$ cat src/rtl/debounce_pkg.sv
// Shared constants and width helpers for the input-debounce blocks.
package debounce_pkg;

    localparam logic TICK_ACTIVE   = 1'b1;
    localparam logic STROBE_ACTIVE = 1'b1;

    typedef enum logic [1:0] {
        EDGE_NONE = 2'b00,
        EDGE_RISE = 2'b01,
        EDGE_FALL = 2'b10
    } edge_e;

    // $clog2 clamped to at least one bit so degenerate counters still exist
    function automatic int clog2_min1(input int value);
        return (value > 32'sd2) ? $clog2(value) : 32'sd1;
    endfunction

endpackage

$ cat src/rtl/debounce_channel.sv
// One debounced channel: mismatch counter, level register and edge strobes.
// Auto-repeat strobes are built only when DEBOUNCE_REPEAT_EN is defined.
module debounce_channel
    import debounce_pkg::*;
#(
    parameter int   PULSE_COUNT_MAX = 150,
    parameter logic RESET_VALUE     = 1'b0
`ifdef DEBOUNCE_REPEAT_EN
    ,
    parameter int   HOLD_TICKS      = 500,
    parameter int   REPEAT_TICKS    = 100
`endif
) (
    input  logic clk,
    input  logic rst,
    input  logic i_tick,
    input  logic i_glitchy,
    output logic o_debounced,
    output logic o_rise_pulse,
    output logic o_fall_pulse,
    output logic o_repeat_pulse
);

    localparam int              CW       = clog2_min1(PULSE_COUNT_MAX + 1);
    localparam logic [CW-1:0]   CNT_LAST = CW'(PULSE_COUNT_MAX - 1);

    logic [CW-1:0] r_count;
    logic [CW-1:0] w_count_next;
    logic          r_level;
    logic          r_rise;
    logic          r_fall;
    logic          w_mismatch;
    logic          w_flip;
    edge_e         w_edge;

    assign w_mismatch = i_glitchy ^ r_level;

    // Mismatch counter: any agreeing cycle clears, the last tick flips the level
    always_comb begin
        w_count_next = r_count;
        w_flip       = 1'b0;
        if (!w_mismatch) begin
            w_count_next = {CW{1'b0}};
        end else if (i_tick == TICK_ACTIVE) begin
            if (r_count == CNT_LAST) begin
                w_count_next = {CW{1'b0}};
                w_flip       = 1'b1;
            end else begin
                w_count_next = r_count + CW'(1'b1);
            end
        end else begin
            w_count_next = r_count;
        end
    end

    // Direction of the pending flip
    always_comb begin
        w_edge = EDGE_NONE;
        if (w_flip) begin
            w_edge = r_level ? EDGE_FALL : EDGE_RISE;
        end else begin
            w_edge = EDGE_NONE;
        end
    end

    // Level, counter and edge strobe registers
    always_ff @(posedge clk or posedge rst) begin
        if (rst) begin
            r_count <= {CW{1'b0}};
            r_level <= RESET_VALUE;
            r_rise  <= 1'b0;
            r_fall  <= 1'b0;
        end else begin
            r_count <= w_count_next;
            r_level <= r_level ^ w_flip;
            r_rise  <= (w_edge == EDGE_RISE) ? STROBE_ACTIVE : 1'b0;
            r_fall  <= (w_edge == EDGE_FALL) ? STROBE_ACTIVE : 1'b0;
        end
    end

    assign o_debounced  = r_level;
    assign o_rise_pulse = r_rise;
    assign o_fall_pulse = r_fall;

`ifdef DEBOUNCE_REPEAT_EN
    localparam int            HW        = clog2_min1((HOLD_TICKS > REPEAT_TICKS) ? HOLD_TICKS : REPEAT_TICKS);
    localparam logic [HW-1:0] HOLD_LAST = HW'(HOLD_TICKS - 1);
    localparam logic [HW-1:0] REP_LAST  = HW'(REPEAT_TICKS - 1);

    logic [HW-1:0] r_hold;
    logic [HW-1:0] w_hold_next;
    logic          r_repeating;
    logic          w_repeating_next;
    logic          w_repeat_fire;
    logic          r_repeat;

    // Hold counter: first period is HOLD_TICKS, then REPEAT_TICKS; any flip restarts it
    always_comb begin
        w_hold_next      = r_hold;
        w_repeating_next = r_repeating;
        w_repeat_fire    = 1'b0;
        if (!r_level || w_flip) begin
            w_hold_next      = {HW{1'b0}};
            w_repeating_next = 1'b0;
        end else if (i_tick == TICK_ACTIVE) begin
            if (r_hold == (r_repeating ? REP_LAST : HOLD_LAST)) begin
                w_hold_next      = {HW{1'b0}};
                w_repeating_next = 1'b1;
                w_repeat_fire    = 1'b1;
            end else begin
                w_hold_next = r_hold + HW'(1'b1);
            end
        end else begin
            w_hold_next = r_hold;
        end
    end

    // Repeat counter and strobe registers
    always_ff @(posedge clk or posedge rst) begin
        if (rst) begin
            r_hold      <= {HW{1'b0}};
            r_repeating <= 1'b0;
            r_repeat    <= 1'b0;
        end else begin
            r_hold      <= w_hold_next;
            r_repeating <= w_repeating_next;
            r_repeat    <= w_repeat_fire ? STROBE_ACTIVE : 1'b0;
        end
    end

    assign o_repeat_pulse = r_repeat;
`else
    assign o_repeat_pulse = 1'b0;
`endif

endmodule

$ cat src/rtl/edge_debouncer.sv
// Multi-channel debouncer top: shared sample prescaler plus one channel per bit.
// Define DEBOUNCE_REPEAT_EN to build the auto-repeat strobes.
module edge_debouncer
    import debounce_pkg::*;
#(
    parameter int               WIDTH            = 1,
    parameter int               SAMPLE_COUNT_MAX = 25000,
    parameter int               PULSE_COUNT_MAX  = 150,
    parameter logic [WIDTH-1:0] RESET_VALUE      = {WIDTH{1'b0}},
    parameter int               HOLD_TICKS       = 500,
    parameter int               REPEAT_TICKS     = 100
) (
    input  logic             clk,
    input  logic             rst,
    input  logic [WIDTH-1:0] glitchy_signal,
    output logic [WIDTH-1:0] debounced_signal,
    output logic [WIDTH-1:0] rise_pulse,
    output logic [WIDTH-1:0] fall_pulse,
    output logic [WIDTH-1:0] repeat_pulse
);

    localparam int            PW         = clog2_min1(SAMPLE_COUNT_MAX);
    localparam logic [PW-1:0] PRESC_LAST = PW'(SAMPLE_COUNT_MAX - 1);

    logic [PW-1:0] r_presc;
    logic          w_tick;

    assign w_tick = (r_presc == PRESC_LAST) ? TICK_ACTIVE : 1'b0;

    // Sample prescaler, wraps after the tick cycle
    always_ff @(posedge clk or posedge rst) begin
        if (rst) begin
            r_presc <= {PW{1'b0}};
        end else if (w_tick == TICK_ACTIVE) begin
            r_presc <= {PW{1'b0}};
        end else begin
            r_presc <= r_presc + PW'(1'b1);
        end
    end

    for (genvar gi = 0; gi < WIDTH; gi++) begin : g_ch
        debounce_channel #(
            .PULSE_COUNT_MAX (PULSE_COUNT_MAX),
            .RESET_VALUE     (RESET_VALUE[gi])
`ifdef DEBOUNCE_REPEAT_EN
            ,
            .HOLD_TICKS      (HOLD_TICKS),
            .REPEAT_TICKS    (REPEAT_TICKS)
`endif
        ) u_ch (
            .clk            (clk),
            .rst            (rst),
            .i_tick         (w_tick),
            .i_glitchy      (glitchy_signal[gi]),
            .o_debounced    (debounced_signal[gi]),
            .o_rise_pulse   (rise_pulse[gi]),
            .o_fall_pulse   (fall_pulse[gi]),
            .o_repeat_pulse (repeat_pulse[gi])
        );
    end

endmodule
$ cat config.mk
export PLATFORM = sky130hd
export DESIGN_NAME = edge_debouncer
export DESIGN_NICKNAME = d
export VERILOG_FILES = /design/src/rtl/debounce_pkg.sv /design/src/rtl/debounce_channel.sv /design/src/rtl/edge_debouncer.sv
export SDC_FILE = /design/constraint.sdc
export NUM_CORES = 1
export LEC_CHECK = 0
export BUFFER_PORTS_ARGS = -buffer_cell sky130_fd_sc_hd__buf_2
export CAP_MARGIN = 25
export CELL_PAD_IN_SITES_DETAIL_PLACEMENT = 1
export CELL_PAD_IN_SITES_GLOBAL_PLACEMENT = 2
export CORE_UTILIZATION = 38
export DETAILED_ROUTE_END_ITERATION = 12
export PLACE_DENSITY = 0.85
export SYNTH_ARGS = -nofsm -noshare
export SYNTH_HDL_FRONTEND = slang
export SYNTH_SLANG_ARGS = --single-unit
$ cat constraint.sdc
create_clock -name clk -period 2.36 [get_ports clk]
set_input_delay 0.354 -clock clk [delete_from_list [all_inputs] [get_ports clk]]
set_output_delay 0.354 -clock clk [all_outputs]
set_load 0.01 [all_outputs]
---- Word level (Yosys, flattened, before mapping) ----
Cells that the tools add are included.
word-level totals
  flip-flop bits (word level) ............. 26
  word-level logic and storage cells ...... 26
cells by class
  add/sub/neg operators ................... 2
  eq/ne operators ......................... 5
  muxes and demuxes ....................... 12
  bitwise logic cells ..................... 2
operators by type and width
  kind                                                                    count
  8-bit 2-to-1 mux                                                        3
  15-bit by 1-bit adder with 15-bit output (second input constant)        1
  15-bit equality test (second input constant)                            1
  15-bit 2-to-1 mux                                                       1
  8-bit by 1-bit adder with 8-bit output (second input constant)          1
  8-bit equality test (second input constant)                             1
  1-bit 2-to-1 mux                                                        6
  2-bit 2-to-1 mux                                                        2
  2-bit by 1-bit equality test with 1-bit output (second input constant)  1
  2-bit equality test (second input constant)                             1
  2-bit by 1-bit != test with 1-bit output (second input constant)        1
  1-bit XOR                                                               2

---- Logic depth before layout (Yosys ltp) ----
  depth after elaboration ................. 7
  mapped depth ............................ 6
  mapped depth without buffers ............ 6

---- Hierarchy ----
From an unflattened synthesis, not the netlist that was laid out.
second synthesis, totals
  cell total of the unflattened synthesis .. 122
  area, all modules ....................... 1262.5 um^2
by module, submodules not included
  module            times used  cells an instance  area each (um^2)
  edge_debouncer    1           65                 705.7
  debounce_channel  1           57                 556.8

---- Worst setup path after synthesis ----
No wires, ideal clock.
  kind .................................... reg2reg
  start point ............................. register r_presc[0]
  end point ............................... register (tool-made name)
  setup time .............................. 0.125 ns
  arrival ................................. 1.527 ns
  data required time ...................... 2.235 ns
  path slack .............................. 0.708 ns
  cell stages (with the launch flop) ...... 7
  path buffers ............................ 1
  cell sequence ........................... dfrtp_1 -> ha_1 -> and3_1 -> and4_1 -> buf_4 -> nand2_1 -> mux2_2
RTL lines
  what                    RTL line              RTL
  from (decl)             edge_debouncer.sv:25  logic [PW-1:0] r_presc;
  from (signal assigned)  edge_debouncer.sv:33  r_presc <= {PW{1'b0}};
  from (signal assigned)  edge_debouncer.sv:35  r_presc <= {PW{1'b0}};
  from (signal assigned)  edge_debouncer.sv:37  r_presc <= r_presc + PW'(1'b1);

---- Worst setup path in the final report ----
  start point ............................. register r_presc[0]
  end point ............................... register g_ch[0].u_ch.r_count[6]
between the ends
  longest elaborated chain between the ends .. 3
ends and longest elaborated chain
  what                                                       RTL line                RTL
  15-bit equality test                                       edge_debouncer.sv:28    assign w_tick = (r_presc == PRESC_LAST) ? TICK_ACTIVE : 1'b0;
  1-bit 2-to-1 mux                                           edge_debouncer.sv:28
  2-bit by 1-bit != test with 1-bit output (no source line)  --
  to (signal assigned)                                       debounce_channel.sv:69  r_count <= {CW{1'b0}};
  to (signal assigned)                                       debounce_channel.sv:74  r_count <= w_count_next;
  to (decl)                                                  debounce_channel.sv:27  logic [CW-1:0] r_count;
No other way between the ends.
A chain may end at the register's enable or synchronous reset.

==> impl_metrics.csv <==
group,metric,value,unit
power_and_ir_drop,ir_drop,0.244,mV
logic_synthesis,synth_seq_cells,26,
floorplanning,start_util,0.412,
worst_setup_path,required,2.61,ns
clock_network,root_buffer,"clkbuf_4",
detailed_routing,drc,0,
layout,design_area,1410,um2
clock_network,cts_buffer_depth,2,
timing,slew_violations,0,
detailed_routing,wire_per_inst,14.5,um
global_routing,antenna_found_initial,0,
global_routing,grt_start_max_net_pins,27,
placed_design,port_buffers,5,
layout,ff_latch_area,651,um2
floorplanning,die_w,60.5,um
clock_network,clk_latency,0.32,ns
detailed_routing,final_antenna_net_count,0,
detailed_routing,first_pass_iters,3,
logic_synthesis,ys_types,29,
clock_network,cts_tree,"built",
clock_network,postCtsSetupBuffers,0,
layout,diodes,0,
global_routing,grt_overflow,0,
logic_synthesis,syn_nets,133,
detailed_routing,vias_per_cell,5.32,
power_and_ir_drop,power_density,497,nW/um2
worst_setup_path,worstRegToRegCells,5,
logic_synthesis,synth_edf_count,0,
worst_setup_path,timing.rr.start,"r_presc[0]",
detailed_routing,route.final.wire_length,2.59,mm
floorplanning,dieArea,3660,um2
power_and_ir_drop,p_leak,0.000606,uW
clock_network,cts_max_level,1,
layout,layout-drive-gt1-share,0.104,
run,cap_viol_max_count,0,
logic_synthesis,seq_area_frac_synth,0.501,
placed_design,dp_hpwl,1.90,mm
global_routing,grt_pass1_wl,4.70,mm
worst_setup_path,cp-start-kind,"flip-flop",
logic_synthesis,synth_cells,127,
logic_synthesis,async_flop_share,1.00,
power_and_ir_drop,power.share.combinational,0.036,
power_and_ir_drop,p_int,547,uW
logic_synthesis,netlist_area,1300,um2
timing,fmax,514,MHz
timing,rsz0062_at_grt,"false",
floorplanning,ioPinCount,7,
layout,fin_nets,142,
min_path,hold_path_class,"in2async",
timing,tns,0,ns
detailed_routing,vias,953,
logic_synthesis,ys.flop_type,"dfrtp_1",
timing,slew-limit-headroom,0.536,
worst_setup_path,critical_path_class,"reg2reg",
worst_setup_path,critPathCaptureType,"flip-flop",
timing,timing.final.crit_period,1.95,ns
power_and_ir_drop,p_switching,154,uW
timing,setup_viol,0,
clock_network,tritoncts.num_buffers,3,
logic_synthesis,yosys_warnings,0,
clock_network,clk_pin_slew,0.15,ns
timing,tightestPinTransition,0.691,ns
global_routing,track_usage,0.173,
clock_network,cts.repair.resized,0,
timing,hold_violations,0,
power_and_ir_drop,pwr-share-clk,0.325,
timing,period_share,0.824,
floorplanning,chipHeight,60.5,um
detailed_routing,drt_iter0_drc,9,
floorplanning,rows,20,
floorplanning,coreArea,3150,um2
worst_setup_path,cp_max_fo,14,
layout,n_fill_cell,381,
status,status,"completed",
placed_design,place_congestion,0.725,
clock_network,cts-hold-fix-buffers,0,
timing,fin_worst_skew,0.00928,ns
global_routing,grt_pass1_vias,977,
power_and_ir_drop,pwr-share-seq,0.639,
layout,multi_input_comb_area,613,um2
worst_setup_path,reg2reg_setup_slack,0.41,ns
layout,areaGrowthSynthToFinish,8.57,%
placed_design,place_area,1370,um2
power_and_ir_drop,switching_share,0.219,
worst_setup_path,r2r-end,"g_ch[0].u_ch.r_count[6]",
clock_network,cts.sinks,26,
worst_setup_path,cp.arrival,2.19,ns
logic_synthesis,avgSynthCellArea,10.2,um2
## how the worst max path moves through the flow
stage | endpoint | depth (start not counted) | from
6_report | g_ch[0].u_ch.r_count[6] | 5 | r_presc[0]
5_1_grt | g_ch[0].u_ch.r_count[6] | 5 | r_presc[0]
4_1_cts | g_ch[0].u_ch.r_count[6] | 5 | r_presc[0]
3_5_place_dp | g_ch[0].u_ch.r_count[6] | 5 | r_presc[0]
3_3_place_gp | g_ch[0].u_ch.r_count[6] | 5 | r_presc[0]
2_1_floorplan | flip-flop | 6 | r_presc[0]
## metal layers
| metal | vias up | share of wire | global-route usage | wire length (um) |
|---|---|---|---|---|
| met3 | 2 | 0.017 | 0.0213 | 43 |
| met4 | 0 | 0.0058 | 0.0682 | 15 |
| met2 | 6 | 0.46 | 0.254 | 1190 |
| met1 | 475 | 0.52 | 0.260 | 1340 |
| li1 | 470 | - | - | - |
| met5 | - | 0 | 0 | 0 |
## cells by family (layout without fill, tap and decap cells)
group                    count (synthesis)  after routing  synth area share
AND/OR/NAND/NOR                         60             60             0.270
flip-flops                              26             26             0.501
AO/OA/AOI/OAI                           14             14            0.0597
XOR/XNOR                                14             14            0.0944
buffers and inverters                    7             15            0.0270
adder cells (fa/ha/maj)                  3              3            0.0289
multiplexers                             2              2            0.0164
other                                    1              1           0.00289
## worst max-delay path, cell delays in order, from the launching register on
cell	delay [ns]
dfrtp_1	0.40
ha_1	0.23
and3_1	0.24
nand4_2	0.27
or4_1	0.58
a21oi_1	0.15
## flip-flops by register name, summed over array words and instances, names as in the netlist, named ones only
name and cells:
g_ch.u_ch.o_fall_pulse 1, r_presc 15, g_ch.u_ch.o_rise_pulse 1, g_ch.u_ch.r_count 8
## synthesized netlist by cell type, types with 2 or more instances
cell type | instances | area [um2]
dfrtp_1 | 26 | 651
nand2_1 | 11 | 41.3
nand3_1 | 8 | 40.0
nor2_1 | 8 | 30.0
xnor2_1 | 8 | 70.1
a21oi_1 | 7 | 35.0
xor2_1 | 6 | 52.6
nand4_1 | 5 | 31.3
nor3_1 | 5 | 25.0
o21ai_0 | 5 | 25.0
or3_1 | 5 | 31.3
inv_1 | 4 | 15.0
or4_1 | 4 | 30.0
ha_1 | 3 | 37.5
nor3b_1 | 3 | 22.5
nor4_1 | 3 | 18.8
and4_1 | 2 | 17.5
and4bb_1 | 2 | 25.0
buf_4 | 2 | 15.0
## cell type report
type | instances | share of cell area
Timing Repair Buffer | 7 | 0.0284
Sequential cell | 26 | 0.461
Inverter | 4 | 0.0106
Clock buffer | 4 | 0.0257
Multi-Input combinational cell | 94 | 0.435
Tap cell | 44 | 0.0390
## power by group through the flow
stage	Combinational (uW)	Sequential (uW)	Clock, uW
floorplan	16.6	457	0
global placement	24.9	456	0
detailed placement	26.5	456	0
CTS	26.4	448	239
global route	29.1	448	252
finish	25.4	448	228
## cell usage in the layout, fill, tap and decap left out, types with 4 or more instances in the layout
cell	instances
dfrtp_1	26
nand2_1	11
xor2_1	6
o21ai_0	5
nand4_1	5
nand3_1	8
or3_1	5
nor3_1	5
buf_2	5
xnor2_1	8
inv_1	4
or4_1	4
nor2_1	8
a21oi_1	7
## per-stage QoR
step	setup WS [ns]	hold WS (ns)	cells	power, uW	util
3_3_place_gp	0.523	0.417	175	481	0.436
2_1_floorplan	0.708	0.394	127	473	-
4_1_cts	0.407	0.0520	179	714	0.447
6_report	0.414	0.0482	179	701	0.447
5_1_grt	0.246	0.0875	179	729	0.447
3_5_place_dp	0.451	0.426	175	483	0.436
(Power assumes the default switching activity.)
